<file path="config.mk">
export PLATFORM = sky130hd
export DESIGN_NAME = uart_tx_flat
export DESIGN_NICKNAME = d
export VERILOG_FILES = /design/src/rtl/uart_tx_if.sv /design/src/rtl/uart_tx.sv /design/src/flat_wrapper.sv
export SDC_FILE = /design/constraint.sdc
export NUM_CORES = 1
export LEC_CHECK = 0
export BUFFER_PORTS_ARGS = -buffer_cell sky130_fd_sc_hd__buf_2
export CORE_MARGIN = 8
export CORE_UTILIZATION = 45
export DETAILED_ROUTE_END_ITERATION = 12
export HOLD_SLACK_MARGIN = 0.15
export MAX_ROUTING_LAYER = met4
export PLACE_DENSITY = 0.7
export SYNTH_ARGS = -nofsm -noshare
export SYNTH_HDL_FRONTEND = slang
export SYNTH_SLANG_ARGS = --single-unit
</file>
<file path="constraint.sdc">
create_clock -name CLK -period 4.3 [get_ports CLK]
set_input_delay 0.86 -clock CLK [delete_from_list [all_inputs] [get_ports CLK]]
set_output_delay 0.86 -clock CLK [all_outputs]
set_load 0.02 [all_outputs]
</file>
<file path="src/rtl/uart_tx_if.sv">
// Parallel-side handshake and serial line of the UART transmitter.
// The upstream side uses the master modport and the transmitter uses the slave modport.
interface uart_tx_if #(
  parameter int unsigned DATA_WIDTH = 8
);
  logic [DATA_WIDTH-1:0] P_DATA;
  logic                  Data_Valid;
  logic                  PAR_EN;
  logic                  PAR_TYP;
  logic                  TX_OUT;
  logic                  Busy;

  modport master (
    output P_DATA,
    output Data_Valid,
    output PAR_EN,
    output PAR_TYP,
    input  TX_OUT,
    input  Busy
  );

  modport slave (
    input  P_DATA,
    input  Data_Valid,
    input  PAR_EN,
    input  PAR_TYP,
    output TX_OUT,
    output Busy
  );
endinterface

</file>
<file path="src/rtl/uart_tx.sv">
// UART transmitter: one bit per CLK, LSB first, frame = start, data, optional parity, stop.
// Frame options are latched at accept, and TX_OUT/Busy come straight from flops.
module uart_tx #(
  parameter int unsigned DATA_WIDTH = 8
) (
  input  logic      CLK,
  input  logic      RST,
  uart_tx_if.slave  tx_bus
);

  localparam int unsigned CntW = (DATA_WIDTH > 1) ? $clog2(DATA_WIDTH) : 1;
  localparam logic [CntW-1:0] LastBit = CntW'(DATA_WIDTH - 1);

  typedef enum logic [2:0] {
    StIdle,
    StStart,
    StData,
    StParity,
    StStop
  } state_e;

  state_e                state_q, state_d;
  logic [DATA_WIDTH-1:0] data_q, data_d;
  logic [CntW-1:0]       bit_cnt_q, bit_cnt_d;
  logic                  par_en_q, par_en_d;
  logic                  par_typ_q, par_typ_d;
  logic                  tx_q, tx_d;
  logic                  busy_q, busy_d;

  logic                  accept;
  logic                  parity_bit;
  logic [CntW-1:0]       bit_cnt_inc;

  // New frames are only taken while idle or on the stop bit, which allows gapless streaming.
  assign accept      = tx_bus.Data_Valid && ((state_q == StIdle) || (state_q == StStop));
  assign parity_bit  = par_typ_q ? ~(^data_q) : (^data_q);
  assign bit_cnt_inc = bit_cnt_q + 1'b1;

  always_comb begin
    state_d   = state_q;
    data_d    = data_q;
    bit_cnt_d = bit_cnt_q;
    par_en_d  = par_en_q;
    par_typ_d = par_typ_q;
    tx_d      = tx_q;
    busy_d    = busy_q;

    unique case (state_q)
      StIdle: begin
        tx_d   = 1'b1;
        busy_d = 1'b0;
      end
      StStart: begin
        state_d   = StData;
        bit_cnt_d = '0;
        tx_d      = data_q[0];
      end
      StData: begin
        if (bit_cnt_q == LastBit) begin
          bit_cnt_d = '0;
          if (par_en_q) begin
            state_d = StParity;
            tx_d    = parity_bit;
          end else begin
            state_d = StStop;
            tx_d    = 1'b1;
          end
        end else begin
          bit_cnt_d = bit_cnt_inc;
          tx_d      = data_q[bit_cnt_inc];
        end
      end
      StParity: begin
        state_d = StStop;
        tx_d    = 1'b1;
      end
      StStop: begin
        state_d = StIdle;
        tx_d    = 1'b1;
        busy_d  = 1'b0;
      end
      default: begin
        state_d = StIdle;
        tx_d    = 1'b1;
        busy_d  = 1'b0;
      end
    endcase

    // Accept overrides the idle/stop defaults above.
    if (accept) begin
      state_d   = StStart;
      data_d    = tx_bus.P_DATA;
      par_en_d  = tx_bus.PAR_EN;
      par_typ_d = tx_bus.PAR_TYP;
      bit_cnt_d = '0;
      tx_d      = 1'b0;
      busy_d    = 1'b1;
    end
  end

  always_ff @(posedge CLK or negedge RST) begin
    if (!RST) begin
      state_q   <= StIdle;
      data_q    <= '0;
      bit_cnt_q <= '0;
      par_en_q  <= 1'b0;
      par_typ_q <= 1'b0;
      tx_q      <= 1'b1;
      busy_q    <= 1'b0;
    end else begin
      state_q   <= state_d;
      data_q    <= data_d;
      bit_cnt_q <= bit_cnt_d;
      par_en_q  <= par_en_d;
      par_typ_q <= par_typ_d;
      tx_q      <= tx_d;
      busy_q    <= busy_d;
    end
  end

  assign tx_bus.TX_OUT = tx_q;
  assign tx_bus.Busy   = busy_q;

endmodule

</file>
<file path="src/flat_wrapper.sv">
// flat-port wrapper written by rule: the top's interface ports become plain ports
module uart_tx_flat 
#(
  parameter int unsigned DATA_WIDTH = 8
)
  (CLK, RST, tx_bus_P_DATA, tx_bus_Data_Valid, tx_bus_PAR_EN, tx_bus_PAR_TYP, tx_bus_TX_OUT, tx_bus_Busy);
  uart_tx_if #(.DATA_WIDTH(DATA_WIDTH)) tx_bus_i ();
  input  logic CLK;
  input  logic RST;
  input wire logic [$bits(tx_bus_i.P_DATA)-1:0] tx_bus_P_DATA;
  input wire logic [$bits(tx_bus_i.Data_Valid)-1:0] tx_bus_Data_Valid;
  input wire logic [$bits(tx_bus_i.PAR_EN)-1:0] tx_bus_PAR_EN;
  input wire logic [$bits(tx_bus_i.PAR_TYP)-1:0] tx_bus_PAR_TYP;
  output wire logic [$bits(tx_bus_i.TX_OUT)-1:0] tx_bus_TX_OUT;
  output wire logic [$bits(tx_bus_i.Busy)-1:0] tx_bus_Busy;
  assign tx_bus_i.P_DATA = tx_bus_P_DATA;
  assign tx_bus_i.Data_Valid = tx_bus_Data_Valid;
  assign tx_bus_i.PAR_EN = tx_bus_PAR_EN;
  assign tx_bus_i.PAR_TYP = tx_bus_PAR_TYP;
  assign tx_bus_TX_OUT = tx_bus_i.TX_OUT;
  assign tx_bus_Busy = tx_bus_i.Busy;
  uart_tx #(.DATA_WIDTH(DATA_WIDTH)) u_core (.CLK(CLK), .RST(RST), .tx_bus(tx_bus_i));
endmodule
</file>
---- After elaboration in Yosys (flattened, before gate mapping) ----
Cells that the tools add are included.
storage, ports and cells
  bits in registers ....................... 18
  input port bits ......................... 13
  output and inout bits ................... 2
  logic and storage cells ................. 41
cells by class
  $add $sub $neg .......................... 1
  $lt $le $gt $ge ......................... 1
  equality and inequality tests ........... 8
  multiplexer cells ....................... 16
  bitwise operators ....................... 1
  reduce and logical (&&, ||, !) cells .... 7
operators by type and width
  cell                                                                           count
  3-bit 2-to-1 mux                                                               5
  3-bit case mux with 4 select lines                                             1
  8-bit XOR reduction                                                            1
  1-bit 2-to-1 mux                                                               7
  3-bit by 2-bit equality test with 1-bit output (second input constant)         2
  3-bit equality test (second input constant)                                    2
  3-bit case mux with 2 select lines                                             1
  3-bit by 4-bit less-than comparator with 1-bit output (second input constant)  1
  2-bit by 1-bit inequality test with 1-bit output (second input constant)       2
  3-bit by 1-bit adder with 3-bit output (second input constant)                 1
  1-bit binary-select mux with 3-bit select                                      1
  3-bit by 1-bit equality test with 1-bit output (second input constant)         1
  3-bit logical NOT                                                              1
  3-bit by 1-bit inequality test with 1-bit output (second input constant)       1
  3-bit nonzero test                                                             1
  3-bit OR reduction                                                             1
  1-bit case mux with 2 select lines                                             1
  2-bit AND reduction                                                            1
  1-bit logical AND                                                              1
  1-bit logical OR                                                               1
  1-bit NOT                                                                      1

---- Logic depth before layout (Yosys ltp) ----
  word-level depth ........................ 7
  gate-level depth with buffers ........... 6
  mapped depth without buffers ............ 6

---- Worst setup path before layout ----
No wires, ideal clock.
  path kind ............................... flip-flop to flip-flop
  start point ............................. reg u_core.bit_cnt_q[0]
  end point ............................... reg u_core.tx_q, in the netlist u_core.tx_bus.TX_OUT
  library setup time ...................... 0.081 ns
  data arrival time ....................... 1.851 ns
  data required time ...................... 4.219 ns
  slack ................................... 2.368 ns
  cell stages (with the launch flop) ...... 6
  path buffers ............................ 0
  clock period less this slack ............ 1.932 ns
  cells stage by stage .................... dfrtp_1 ha_1 ha_1 mux4_2 a211o_1 a211oi_2
on the way
  word-level cells in the longest chain between the ends .. 6
  elaborated cells between the ends (all ways) .. 7
  those cells by class .................... 1 x add/sub; 1 x eq/ne; 5 x mux
ends and longest elaborated chain
  item                                       line            text
  from (decl)                                uart_tx.sv:24   logic [CntW-1:0] bit_cnt_q, bit_cnt_d;
  from (signal assigned)                     uart_tx.sv:113  bit_cnt_q <= bit_cnt_d;
  3-bit by 1-bit adder with 3-bit output     uart_tx.sv:37   assign bit_cnt_inc = bit_cnt_q + 1'b1;
  1-bit binary-select mux with 3-bit select  uart_tx.sv:70   tx_d = data_q[bit_cnt_inc];
  1-bit 2-to-1 mux (implied by the code)     uart_tx.sv:70
  1-bit 2-to-1 mux *                         uart_tx.sv:59   if (bit_cnt_q == LastBit) begin
  1-bit case mux with 2 select lines *       uart_tx.sv:48   unique case (state_q)
  1-bit 2-to-1 mux *                         uart_tx.sv:90   if (accept) begin
  net u_core.tx_d                            uart_tx.sv:27   logic tx_q, tx_d;
  to (signal assigned)                       uart_tx.sv:116  tx_q <= tx_d;
  to (decl)                                  uart_tx.sv:27
Mark *: on every way through the listed nets, which the timed path passes. The rest lies on a longest branch. The select of a mux whose other input is x is not followed.
A chain may end at the register's enable or synchronous reset.

---- Worst setup path after layout ----
Same ends and word-level chain as after synthesis.

==> results.sh <==
export IMPL_met2_usage_pct=15.9
export IMPL_std_cell_rows=17
export IMPL_drtPass1Iterations=4
export IMPL_muxShareOfSynthArea_pct=18.9
export IMPL_synth_top_family_by_area="multiplexers"
export IMPL_nets=111
export IMPL_cp_max_fo=6
export IMPL_synth_cells=81
export IMPL_rsz0062_at_grt="no"
export IMPL_worstPathCellList="ha_1 > ha_1 > mux4_2 > a211o_1 > a211oi_2"
export IMPL_crit_top_cell="ha_1"
export IMPL_avgSynthCellArea_um2=12.1
export IMPL_ios=15
export IMPL_grtUsageMet3_pct=2.33
export IMPL_clock_fmax_mhz=468
export IMPL_drtAntennaViolNets=0
export IMPL_finalSetupViolations=0
export IMPL_io_buffers=14
export IMPL_synth_simple_area_share_pct=9.45
export IMPL_insertion_delay_ns=0.29
export IMPL_grt_pass1_vias=704
export IMPL_syn_cell_area_um2=980
export IMPL_status="complete, no violations"
export IMPL_gp_congestion=0.729
export IMPL_globalRouteOverflowTotal=0
export IMPL_end_kind="flip-flop"
export IMPL_clock_skew_ns=0.00538
export IMPL_cts_buffers=3
export IMPL_drcViolationCount=0
export IMPL_diodes=0
export IMPL_worstMarginPinSlew_ns=0.490
export IMPL_yosys_warnings=0
export IMPL_clockBufferDepth=2
export IMPL_dpl_hpwl_um=1350
export IMPL_final_common_cell="dfrtp_1"
export IMPL_clock_sinks=18
export IMPL_path_clk_slew_ns=0.10
export IMPL_critPathLaunchType="flip-flop"
export IMPL_antenna_found_initial=0
export IMPL_slew_violations=0
export IMPL_initial_core_util_pct=46.1
export IMPL_fin_tns_setup_ns=0
export IMPL_hold_path_class="in -> async"
export IMPL_cap_violations=0
export IMPL_p_leak_nw=0.485
export IMPL_layout_common_cells="dfrtp_1 (17), buf_2 (14), mux2_2 (10)"
export IMPL_vias=639
export IMPL_ys_seq_area_share_pct=46.1
export IMPL_slowest_delay_ns=0.50
export IMPL_worst_setup_path_type="reg -> reg"
export IMPL_fillers=215
export IMPL_fin_hold_ws_ns=0.472
export IMPL_hold_viol=0
export IMPL_detail_route_vias_per_cell=5.20
export IMPL_drt_iter0_markers=6
export IMPL_cts_tree="done"
export IMPL_syn_nets=96
export IMPL_core_um2=2130
export IMPL_multi_input_comb_area_um2=495
export IMPL_avgRoutedWirePerCell_um=13.9
export IMPL_layout_drive_gt1_share_pct=33.7
export IMPL_synth_fa_ha_area_share_pct=2.55
export IMPL_cp_data_required_time_ns=4.52
export IMPL_dieArea_um2=3930
export IMPL_fin_crit_sh_pct=49.7
export IMPL_drt_wl_total_um=1720
export IMPL_area_growth_pct=11.9
export IMPL_p_per_area_nw_per_um2=779
export IMPL_die_h_um=62.7
export IMPL_cts_hold_buf=0
export IMPL_power_total_mw=0.854
export IMPL_crit_slowest_cell="mux4_2"
export IMPL_die_w_um=62.7
export IMPL_cts_resized=0
export IMPL_busiest_layer="met2"
export IMPL_fin_crit_ns=2.14
export IMPL_cts_setup_buffers=0
export IMPL_crit_arrival_ns=2.36
export IMPL_ctsRootBufferMaster="clkbuf_4"
export IMPL_grtUsageMet1_pct=10.3
export IMPL_vdd_drop_max_uv=518
export IMPL_synth_cell_type_count=32
export IMPL_synth_compound_area_share_pct=12.9
export IMPL_worst_r2r_cell_count=5
export IMPL_synthXorXnorAreaFrac_pct=6.77
export IMPL_htreeDepth=1
export IMPL_grt_max_degree=19
export IMPL_grt_pass1_wl_um=2960
export IMPL_ys_ff_latch=18
export IMPL_grt_usage_pct=9.45
export IMPL_slew_headroom_pct=66.9
export IMPL_seqCellArea_um2=452
==> path summary, 6_finish.rpt <==
path,slack (ns),from,endpoint
worst max-delay path,2.16,u_core.bit_cnt_q[0],u_core.tx_bus.TX_OUT
worst min-delay path,0.47,RST,u_core.bit_cnt_q[2]
worst max register to register,2.16,u_core.bit_cnt_q[0],u_core.tx_bus.TX_OUT
worst min register to register,0.52,u_core.state_q[2],u_core.state_q[1]
max in group asynchronous,3.51,RST,u_core.tx_bus.TX_OUT
min in group CLK,0.52,u_core.state_q[2],u_core.state_q[1]
==> power breakdown <==
group	leakage (nW)	internal [mW]	total, mW	switching, mW
logic	0.245	0.225	0.417	0.192
clock network	0.0210	0.0516	0.104	0.0528
registers	0.219	0.251	0.332	0.0815
==> critical path: cells and delay by family, from the launching register on <==
family	cells	cell delay, ns
AOI/OAI and AO/OA	2	0.54
adders and majority gates	2	0.56
DFF	1	0.49
muxes	1	0.50
==> kinds of logic after synthesis <==
| family | Yosys count |
|---|---|
| buf+inv | 6 |
| xor+xnor | 6 |
| simple gates | 19 |
| compound gates | 14 |
| fa+ha+maj | 2 |
| flops | 18 |
| mux | 16 |
==> Yosys cell counts (all sizes together) <==
library cell | n | area share, %
buf | 2 | 1.7
nor3 | 1 | 0.51
and2 | 1 | 0.64
mux2 | 10 | 11
mux4 | 1 | 2.3
o21a | 1 | 0.77
nand2b | 4 | 2.6
nand2 | 5 | 1.9
o21ai | 3 | 1.5
inv | 2 | 0.77
a211oi | 1 | 1.3
or3b | 1 | 0.89
mux2i | 5 | 5.1
a21o | 1 | 0.77
dfstp | 1 | 2.7
o2111a | 1 | 1.1
o21bai | 1 | 0.77
a211o | 1 | 0.89
a2111oi | 1 | 2.8
o311ai | 1 | 0.89
dfrtp | 17 | 43
xnor3 | 1 | 2.3
ha | 2 | 2.6
a21oi | 2 | 1.0
xor2 | 2 | 1.8
a32o | 1 | 1.0
xnor2 | 3 | 2.7
nor2 | 6 | 2.3
clkbuf | 2 | 0.89
or2 | 1 | 0.64
==> registers in the layout, summed over array words and instances (netlist names) <==
| register | cells |
|---|---|
| u_core.bit_cnt_q | 3 |
| u_core.state_q | 3 |
| u_core.data_q | 8 |
| u_core.tx_bus.TX_OUT | 1 |
| u_core.par_en_q | 1 |
| u_core.par_typ_q | 1 |
| u_core.tx_bus.Busy | 1 |
==> layout make-up <==
cell class | instances | area share, %
multi-input cells | 57 | 45.2
flip-flops and latches | 18 | 41.2
repair buffers | 14 | 6.39
clock buffers | 4 | 3.31
well taps | 28 | 3.20
inverters | 2 | 0.685
==> per-layer routing <==
metal	vias up	part of all wire, %
li1	314	-
met5	-	0
met2	12	51
met1	309	44
met3	4	2.7
met4	0	1.9
==> stage by stage <==
step                      utilization, %  cells  instance area (µm²)  worst slack, ns
after global routing                51.5    123                 1100             2.04
after global placement              49.8    119                 1060             2.22
after detailed placement            49.8    119                 1060             2.18
after floorplan                        -     81                  980             2.37
after CTS                           51.5    123                 1100             2.16
final                               51.5    123                 1100             2.16
Power figures use the tool's default switching activity.
